===== config.mk =====
export PLATFORM = sky130hd
export DESIGN_NAME = stream_minmax_flat
export DESIGN_NICKNAME = d
export VERILOG_FILES = /design/src/rtl/stream_minmax_pkg.sv /design/src/rtl/stream_minmax_if.sv /design/src/rtl/comparator.sv /design/src/rtl/stream_minmax.sv /design/src/flat_wrapper.sv
export SDC_FILE = /design/constraint.sdc
export NUM_CORES = 1
export LEC_CHECK = 0
export CAP_MARGIN = 20
export CORE_MARGIN = 3
export CORE_UTILIZATION = 52
export DETAILED_ROUTE_END_ITERATION = 12
export GPL_ROUTABILITY_DRIVEN = 0
export GPL_TIMING_DRIVEN = 0
export PLACE_DENSITY_LB_ADDON = 0.1
export SYNTH_ARGS = -nofsm -noshare
export SYNTH_HDL_FRONTEND = slang
export SYNTH_SLANG_ARGS = --single-unit

===== constraint.sdc =====
create_clock -name clk -period 3.8 [get_ports clk]
set_input_delay 0.76 -clock clk [delete_from_list [all_inputs] [get_ports clk]]
set_output_delay 0.76 -clock clk [all_outputs]
set_load 0.01 [all_outputs]

===== src/rtl/stream_minmax_pkg.sv =====
// Shared types for stream_minmax: FSM state encoding and the result beat layout
// at the default sample/counter widths used by the report path.
package stream_minmax_pkg;

  typedef enum logic [1:0] {
    IDLE,
    ACCUM,
    HOLD
  } state_e;

  localparam int RESULT_WIDTH = 8;
  localparam int RESULT_CNT_W = 8;

  typedef struct packed {
    logic [RESULT_WIDTH-1:0] max;
    logic [RESULT_WIDTH-1:0] min;
    logic [RESULT_CNT_W-1:0] count;
    logic                    ovf;
    logic                    all_eq;
  } result_t;

endpackage


===== src/rtl/stream_minmax_if.sv =====
// Sample stream in / result beat out for stream_minmax.
// STREAM_MINMAX_IDX_EN adds the first-occurrence index outputs.
interface stream_minmax_if #(
  parameter int WIDTH = 8,
  parameter int CNT_W = 8
);

  logic             in_valid;
  logic             in_ready;
  logic [WIDTH-1:0] in_data;
  logic             in_last;
  logic             out_valid;
  logic             out_ready;
  logic [WIDTH-1:0] out_max;
  logic [WIDTH-1:0] out_min;
  logic [CNT_W-1:0] out_count;
  logic             out_ovf;
  logic             out_all_eq;

`ifdef STREAM_MINMAX_IDX_EN
  logic [CNT_W-1:0] out_max_idx;
  logic [CNT_W-1:0] out_min_idx;

  modport master (
    output in_valid, in_data, in_last, out_ready,
    input  in_ready, out_valid, out_max, out_min, out_count, out_ovf, out_all_eq,
    input  out_max_idx, out_min_idx
  );

  modport slave (
    input  in_valid, in_data, in_last, out_ready,
    output in_ready, out_valid, out_max, out_min, out_count, out_ovf, out_all_eq,
    output out_max_idx, out_min_idx
  );
`else
  modport master (
    output in_valid, in_data, in_last, out_ready,
    input  in_ready, out_valid, out_max, out_min, out_count, out_ovf, out_all_eq
  );

  modport slave (
    input  in_valid, in_data, in_last, out_ready,
    output in_ready, out_valid, out_max, out_min, out_count, out_ovf, out_all_eq
  );
`endif

endinterface


===== src/rtl/comparator.sv =====
// Team combinational unsigned magnitude comparator.
module comparator #(
  parameter int size = 8
) (
  input  logic [size-1:0] a,
  input  logic [size-1:0] b,
  output logic            a_gt_b,
  output logic            a_lt_b,
  output logic            a_eq_b
);

  assign a_gt_b = (a > b);
  assign a_lt_b = (a < b);
  assign a_eq_b = (a == b);

endmodule


===== src/rtl/stream_minmax.sv =====
// Running max/min over a framed sample stream, one result beat per frame.
// Optional first-occurrence indices under STREAM_MINMAX_IDX_EN.
module stream_minmax
  import stream_minmax_pkg::*;
#(
  parameter int WIDTH = 8,
  parameter int CNT_W = 8
) (
  input  logic            clk,
  input  logic            rst,
  stream_minmax_if.slave  bus
);

  localparam logic [CNT_W-1:0] CNT_MAX = '1;

  // Same layout as result_t, sized by this instance's parameters.
  typedef struct packed {
    logic [WIDTH-1:0] max;
    logic [WIDTH-1:0] min;
    logic [CNT_W-1:0] count;
    logic             ovf;
    logic             all_eq;
  } frame_t;

  state_e state_q, state_d;
  frame_t res_q, res_d;

`ifdef STREAM_MINMAX_IDX_EN
  logic [CNT_W-1:0] maxIdx_q, maxIdx_d;
  logic [CNT_W-1:0] minIdx_q, minIdx_d;
`endif

  logic inReady;
  logic accept;
  logic maxGt, maxLt, maxEq;
  logic minGt, minLt, minEq;
  logic unusedCmpFlags;

  comparator #(.size(WIDTH)) u_cmpMax (
    .a      (bus.in_data),
    .b      (res_q.max),
    .a_gt_b (maxGt),
    .a_lt_b (maxLt),
    .a_eq_b (maxEq)
  );

  comparator #(.size(WIDTH)) u_cmpMin (
    .a      (bus.in_data),
    .b      (res_q.min),
    .a_gt_b (minGt),
    .a_lt_b (minLt),
    .a_eq_b (minEq)
  );

  assign unusedCmpFlags = ^{maxLt, minGt, minEq};

  assign inReady = (state_q != HOLD);
  assign accept  = bus.in_valid && inReady;

  always_comb begin
    state_d = state_q;
    res_d   = res_q;
`ifdef STREAM_MINMAX_IDX_EN
    maxIdx_d = maxIdx_q;
    minIdx_d = minIdx_q;
`endif
    case (state_q)
      IDLE: begin
        if (accept) begin
          res_d.max    = bus.in_data;
          res_d.min    = bus.in_data;
          res_d.count  = CNT_W'(1);
          res_d.ovf    = 1'b0;
          res_d.all_eq = 1'b1;
`ifdef STREAM_MINMAX_IDX_EN
          maxIdx_d = '0;
          minIdx_d = '0;
`endif
          state_d = bus.in_last ? HOLD : ACCUM;
        end
      end
      ACCUM: begin
        if (accept) begin
          // count_q is the zero-based position of this sample and already saturates.
          if (maxGt) begin
            res_d.max = bus.in_data;
`ifdef STREAM_MINMAX_IDX_EN
            maxIdx_d = res_q.count;
`endif
          end
          if (minLt) begin
            res_d.min = bus.in_data;
`ifdef STREAM_MINMAX_IDX_EN
            minIdx_d = res_q.count;
`endif
          end
          if (!maxEq) begin
            res_d.all_eq = 1'b0;
          end
          if (res_q.count == CNT_MAX) begin
            res_d.ovf = 1'b1;
          end else begin
            res_d.count = res_q.count + CNT_W'(1);
          end
          if (bus.in_last) begin
            state_d = HOLD;
          end
        end
      end
      HOLD: begin
        if (bus.out_ready) begin
          state_d = IDLE;
        end
      end
      default: begin
        state_d = IDLE;
      end
    endcase
  end

  always_ff @(posedge clk) begin
    if (rst) begin
      state_q <= IDLE;
      res_q   <= '0;
`ifdef STREAM_MINMAX_IDX_EN
      maxIdx_q <= '0;
      minIdx_q <= '0;
`endif
    end else begin
      state_q <= state_d;
      res_q   <= res_d;
`ifdef STREAM_MINMAX_IDX_EN
      maxIdx_q <= maxIdx_d;
      minIdx_q <= minIdx_d;
`endif
    end
  end

  assign bus.in_ready   = inReady;
  assign bus.out_valid  = (state_q == HOLD);
  assign bus.out_max    = res_q.max;
  assign bus.out_min    = res_q.min;
  assign bus.out_count  = res_q.count;
  assign bus.out_ovf    = res_q.ovf;
  assign bus.out_all_eq = res_q.all_eq;
`ifdef STREAM_MINMAX_IDX_EN
  assign bus.out_max_idx = maxIdx_q;
  assign bus.out_min_idx = minIdx_q;
`endif

endmodule


===== src/flat_wrapper.sv =====
// flat-port wrapper written by rule: the top's interface ports become plain ports
module stream_minmax_flat import stream_minmax_pkg::*;
#(
  parameter int WIDTH = 8,
  parameter int CNT_W = 8
)
  (clk, rst, bus_in_valid, bus_in_data, bus_in_last, bus_out_ready, bus_in_ready, bus_out_valid, bus_out_max, bus_out_min, bus_out_count, bus_out_ovf, bus_out_all_eq);
  stream_minmax_if #(.WIDTH(WIDTH), .CNT_W(CNT_W)) bus_i ();
  input  logic clk;
  input  logic rst;
  input wire logic [$bits(bus_i.in_valid)-1:0] bus_in_valid;
  input wire logic [$bits(bus_i.in_data)-1:0] bus_in_data;
  input wire logic [$bits(bus_i.in_last)-1:0] bus_in_last;
  input wire logic [$bits(bus_i.out_ready)-1:0] bus_out_ready;
  output wire logic [$bits(bus_i.in_ready)-1:0] bus_in_ready;
  output wire logic [$bits(bus_i.out_valid)-1:0] bus_out_valid;
  output wire logic [$bits(bus_i.out_max)-1:0] bus_out_max;
  output wire logic [$bits(bus_i.out_min)-1:0] bus_out_min;
  output wire logic [$bits(bus_i.out_count)-1:0] bus_out_count;
  output wire logic [$bits(bus_i.out_ovf)-1:0] bus_out_ovf;
  output wire logic [$bits(bus_i.out_all_eq)-1:0] bus_out_all_eq;
  assign bus_i.in_valid = bus_in_valid;
  assign bus_i.in_data = bus_in_data;
  assign bus_i.in_last = bus_in_last;
  assign bus_i.out_ready = bus_out_ready;
  assign bus_in_ready = bus_i.in_ready;
  assign bus_out_valid = bus_i.out_valid;
  assign bus_out_max = bus_i.out_max;
  assign bus_out_min = bus_i.out_min;
  assign bus_out_count = bus_i.out_count;
  assign bus_out_ovf = bus_i.out_ovf;
  assign bus_out_all_eq = bus_i.out_all_eq;
  stream_minmax #(.WIDTH(WIDTH), .CNT_W(CNT_W)) u_core (.clk(clk), .rst(rst), .bus(bus_i));
endmodule

==> summary.txt, run 1 <==
status: complete, no violations
routed len/inst: 13.3 um
die width: 62.0 um
antenna violations before repair: 0
Worst Setup Start Kind: input pin
met3 wire len: 144 um
P&R area growth vs syn: 29.4%
Die Area: 0.00385 mm^2
Post-Route M1 WL: 1640 um
# port buffers: 39
Yosys cell types: 36
worst reg2reg path depth: 6
vias in the first global route: 1,308
TritonCTS clock tree: yes
CTS hold repair buffers: 0
Worst slew margin: 53.1%
share of cells above drive strength 1: 8.18%
Top Ports: 41
Ys Warns: 0
Peak VDD IR: 0.230 mV
first-pass GRT wire length: 5760 um
post-CTS setup repair buffer count: 0
TNS Setup: 0 ns
Post-Syn Area: 0.00163 mm^2
clock latency on the worst-skew pair: 0.33 ns
total global-route track usage: 20.1%
Mean Syn Cell Area: 9.22 um^2
Die H: 62.0 um
Synth Flop Type: dfxtp_1
DR top layer: met4
DR vias: 1,335
hold depth: 2
leakage power: 0.000839 uW
worst hold path type: reg -> reg
Initial Utilization: 56.7%
routed wire length: 3490 um
actual slew at the worst max-slew pin: 0.704 ns
Iteration-0 DRC Markers: 58
CP required: 4.07 ns
RSZ-0062 raised after global routing: false
Post-Synthesis Cells: 177
drt first pass iters: 4
fin crit period: 2.53 ns
Fin. Hold Viols: 0
# setup viols final: 0
fin nets: 250
commonest non-fill, non-tap cell in the layout: clkdlybuf4s50_1
most frequent cells in the layout: clkdlybuf4s50_1 (39), dfxtp_1 (28), nand2b_1 (21)
Worst-path clk slew: 0.15 ns
pin count of the biggest net entering global routing: 16
number of synthesized flops with an enable pin: 0
Routed met2 length: 1700 um
# diodes: 0
Max Clock Skew: 0.00666 ns
crit path launch: bus_in_data[6]
asr flop ratio synth: 0%
Mapped Nets: 206
antenna viol nets, final: 0
vias per std cell: 5.10
Resize count post-CTS: 0
synthesized flop and latch total: 28
Max Transition Viols Final: 0
dpl hpwl: 2760 um
critical path arrival: 2.80 ns
aggregate global routing overflow: 0
Worst setup EP type: flop
reg2reg start: u_core.bus.out_min[6]
hold path start: u_core.bus.out_ovf
core area: 0.00288 mm^2
CP max FO: 8
row count: 19
P per Cell Area: 302 mW/mm^2
CP Class: in -> reg
DRC viols: 0
Layout Utilization: 73.4%
# clock sinks: 28
max_cap viols: 0
part of the Yosys area used for sequential elements: 34.4%
period utilisation layout: 66.6%
Clock Tree Root: clkbuf_4
fmax: 0.395 GHz
Longest Clk Path Bufs: 2
TritonCTS Buffers: 3
# H-tree levels: 1
## per-layer routing
| metal | track usage, % | up-vias |
|---|---|---|
| met3 | 5.17 | 2 |
| li1 | - | 687 |
| met4 | 3.33 | 0 |
| met1 | 26.4 | 617 |
| met5 | 0 | - |
| met2 | 33.7 | 29 |
## synth_stat cells, types with 4 or more instances
cell / n / area (um^2)
ha_1: 16 / 200
nand2_1: 5 / 18.8
dfxtp_1: 28 / 561
o21ai_0: 4 / 20.0
or2b_1: 7 / 52.6
inv_1: 17 / 63.8
nor2_1: 13 / 48.8
nand2b_1: 21 / 131
nand3_1: 8 / 40.0
mux2i_1: 16 / 160
xor2_1: 4 / 35.0
a21oi_1: 7 / 35.0
## where the power goes
part	leakage (uW)	switching, uW	internal, uW
logic	0.000588	81.2	87.0
registers	0.000229	13.0	310
clock network	0.0000210	87.5	58.7
total	0.000839	182	456
## kinds of logic after synthesis
| logic type | count (synthesis) | synth area share (%) |
|---|---|---|
| AND/OR/NAND/NOR | 62 | 21.5 |
| flip-flops | 28 | 34.4 |
| AO/OA/AOI/OAI | 25 | 13.0 |
| buffers and inverters | 24 | 5.83 |
| multiplexers | 16 | 9.82 |
| adder cells (fa/ha/maj) | 16 | 12.3 |
| XOR/XNOR | 6 | 3.22 |
## final timing paths
check,to,slack [ns]
hold reg to reg,u_core.bus.out_ovf,0.49
hold / removal,u_core.bus.out_ovf,0.49
setup / recovery,u_core.bus.out_min[7],1.27
setup reg to reg,u_core.bus.out_min[7],1.75
## layout make-up
cell class / instances / area (um^2)
Fill cell: 233 / 766
Inverter: 18 / 67.6
Multi-Input combinational cell: 125 / 976
Timing Repair Buffer: 39 / 390
Buffer: 6 / 27.5
Clock buffer: 4 / 36.3
Tap cell: 42 / 52.6
Sequential cell: 28 / 561
## state kept, by name (all words and copies together) (netlist names)
name / flops
u_core.bus.out_all_eq: 1
u_core.bus.out_count: 8
u_core.bus.out_max: 8
u_core.bus.out_min: 8
u_core.bus.out_ovf: 1
u_core.state_q: 2
## stage by stage
stage | cells | hold slack [ns] | cell area (um^2) | setup WS (ns) | total power [uW]
floorplan | 177 | 0.437 | 1630 | 1.65 | 429
global placement | 258 | 0.452 | 2070 | 0.996 | 491
detailed placement | 258 | 0.465 | 2070 | 0.923 | 499
CTS | 262 | 0.487 | 2110 | 1.27 | 644
global route | 262 | 0.521 | 2110 | 1.17 | 673
finish | 262 | 0.495 | 2110 | 1.27 | 638
## worst max-delay path, cell delays in order
cell and delay (ns):
clkdlybuf4s50_1 0.46, ha_1 0.34, a41oi_2 0.21, o21ai_2 0.10, a221oi_4 0.65, mux2i_1 0.27
No activity file was read; power rests on OpenSTA's default activity.
==> run 2, diff against run 1 <==
--- a/config.mk
+++ b/config.mk
@@ -7,7 +7,7 @@
 export LEC_CHECK = 0
 export CAP_MARGIN = 20
 export CORE_MARGIN = 3
-export CORE_UTILIZATION = 52
+export CORE_UTILIZATION = 44
 export DETAILED_ROUTE_END_ITERATION = 12
 export GPL_ROUTABILITY_DRIVEN = 0
 export GPL_TIMING_DRIVEN = 0
==> constraint.sdc (replaced) <==
create_clock -name clk -period 2.2 [get_ports clk]
set_input_delay 0.44 -clock clk [delete_from_list [all_inputs] [get_ports clk]]
set_output_delay 0.44 -clock clk [all_outputs]
set_load 0.01 [all_outputs]
==> run 2 against run 1 <==
  * Global-route usage shrank 2.1 points
  * Power grew 98%
  * First-iteration DRC count shrank 24%
  * Final area is 3.1% higher
  * Clock skew down 0.0053 ns
  * Flip-flop and latch count unchanged
  * Via count up 2.0%
  * Critical path type unchanged
  * Die area grew 16%
  * Critical path depth rose by 1
  * Combinational power rose by 78%
  * Sequential share of layout area is 0.79 points lower
==> summary.txt, run 2 (same netlist as run 1, synthesis figures left out) <==
status: complete, no violations
antenna viol nets, final: 0 (unchanged)
fin cells: 269 (+2.7%)
# clock sinks: 28 (unchanged)
die width: 66.9 um (+7.9%)
dpl hpwl: 2730 um (-1.2%)
period utilisation layout: 95.3%
clock latency on the worst-skew pair: 0.28 ns (-0.05 ns)
vias per std cell: 5.06 (-0.63%)
Worst-path clk slew: 0.10 ns (-0.05 ns)
antenna violations before repair: 0 (unchanged)
Worst slew margin: 71.6% (+19 points)
first-pass GRT wire length: 6170 um (+7.1%)
commonest non-fill, non-tap cell in the layout: clkdlybuf4s50_1
row count: 21 (+2)
# setup viols final: 0 (unchanged)
most frequent cells in the layout: clkdlybuf4s50_1 (39), dfxtp_1 (28), nand2b_1 (21)
TNS Setup: 0 ns (unchanged)
worst hold path type: in -> reg
Longest Clk Path Bufs: 2 (unchanged)
TritonCTS clock tree: yes
Die Area: 0.00447 mm^2 (+16%)
Layout Utilization: 63.2% (-10 points)
Initial Utilization: 47.4% (-9.3 points)
CP max FO: 8 (unchanged)
critical path arrival: 2.26 ns (-0.54 ns)
DRC viols: 0 (unchanged)
share of cells above drive strength 1: 9.42% (+1.2 points)
aggregate global routing overflow: 0 (unchanged)
Peak VDD IR: 0.340 mV (+48%)
# H-tree levels: 1 (unchanged)
Total Power: 1260 uW (+98%)
Die H: 66.9 um (+7.9%)
Iteration-0 DRC Markers: 44 (-24%)
Worst Setup Start Kind: input pin
P per Cell Area: 581 mW/mm^2 (+92%)
Max Transition Viols Final: 0 (unchanged)
fill count: 308 (+32%)
vias in the first global route: 1,391 (+6.3%)
pin count of the biggest net entering global routing: 17 (+1)
routed len/inst: 13.3 um (-0.15%)
Clock Tree Root: clkbuf_8
Fin. Hold Viols: 0 (unchanged)
CTS hold repair buffers: 0 (unchanged)
CP Class: in -> reg
routed wire length: 3580 um (+2.5%)
TritonCTS Buffers: 3 (unchanged)
max_cap viols: 0 (unchanged)
Worst setup EP type: flop
Max Clock Skew: 0.00136 ns (-0.00530 ns)
actual slew at the worst max-slew pin: 0.426 ns (-0.278 ns)
# port buffers: 39 (unchanged)
core area: 0.00344 mm^2 (+20%)
fin nets: 253 (+1.2%)
fmax: 0.477 GHz
leakage power: 0.000869 uW (+3.6%)
total global-route track usage: 18.0% (-2.1 points)
CP required: 2.37 ns (-1.70 ns)
DR vias: 1,362 (+2.0%)
Placed Cells: 262 (+1.6%)
Top Ports: 41 (unchanged)
fin crit period: 2.10 ns
# diodes: 0 (unchanged)
drt first pass iters: 4 (unchanged)
P&R area growth vs syn: 33.4%
run 2: cell count changes in the layout (fill, tap and decap cells not counted), sizes merged:
cell / before / now
buf: 3 / 5
bufinv: 0 / 1
run 2: per-layer routing:
| layer | GRT usage [%] | routed length (um) |
|---|---|---|
| met1 | 22.4 | 1630 |
| met2 | 30.6 | 1770 |
| met3 | 2.36 | 120 |
| met4 | 8.10 | 67 |
| met5 | 0 | 0 |
run 2: area by class of cell:
type | count | area (um^2) | share of cell area [%]
clock buffers | 3 | 41.3 | 1.90
well taps | 46 | 57.6 | 2.65
repair buffers | 42 | 413 | 19.0
clock inverters | 1 | 30.0 | 1.38
inverters | 18 | 67.6 | 3.11
plain buffers | 6 | 30.0 | 1.38
multi-input cells | 125 | 976 | 44.9
flip-flops and latches | 28 | 561 | 25.8
run 2: worst paths after layout:
path | depth (start not counted) | startpoint | slack (ns) | end
max | 7 | bus_in_data[6] | 0.10 | u_core.bus.out_max[2]
min reg2reg | 1 | u_core.state_q[1] | 0.48 | u_core.state_q[0]
max reg2reg | 7 | u_core.bus.out_max[7] | 0.33 | u_core.bus.out_max[2]
min | 2 | rst | 0.46 | u_core.bus.out_all_eq
run 2: report_power, final:
| part | total, uW | internal, uW | switching (uW) |
|---|---|---|---|
| sequential | 557 | 535 | 21.8 |
| clock | 408 | 244 | 164 |
| combinational | 299 | 158 | 142 |
| total | 1260 | 936 | 328 |
run 2: worst max-delay path, cell delays in order:
cell	delay, ns
clkdlybuf4s50_1	0.46
ha_1	0.33
nand4_1	0.16
a211o_1	0.30
a31o_1	0.20
clkbuf_4	0.21
mux2i_1	0.15
run 2: what timing repair did:
| action | 4_1_cts | 5_1_grt |
|---|---|---|
| pin swaps | 1 | 0 |
| gates resized for setup | 0 | 1 |
| gates cloned | 0 | 0 |
| setup endpoints to repair | 8 | 1 |
| buffers inserted | 3 | 0 |
run 2: stage by stage:
step / setup slack, ns / hold WS [ns] / cell area [um^2]
floorplan: 0.373 / 0.437 / 1630
global placement: -0.326 / 0.455 / 2080
detailed placement: -0.377 / 0.458 / 2080
CTS: 0.101 / 0.447 / 2170
global route: -0.0120 / 0.457 / 2180
finish: 0.104 / 0.456 / 2180
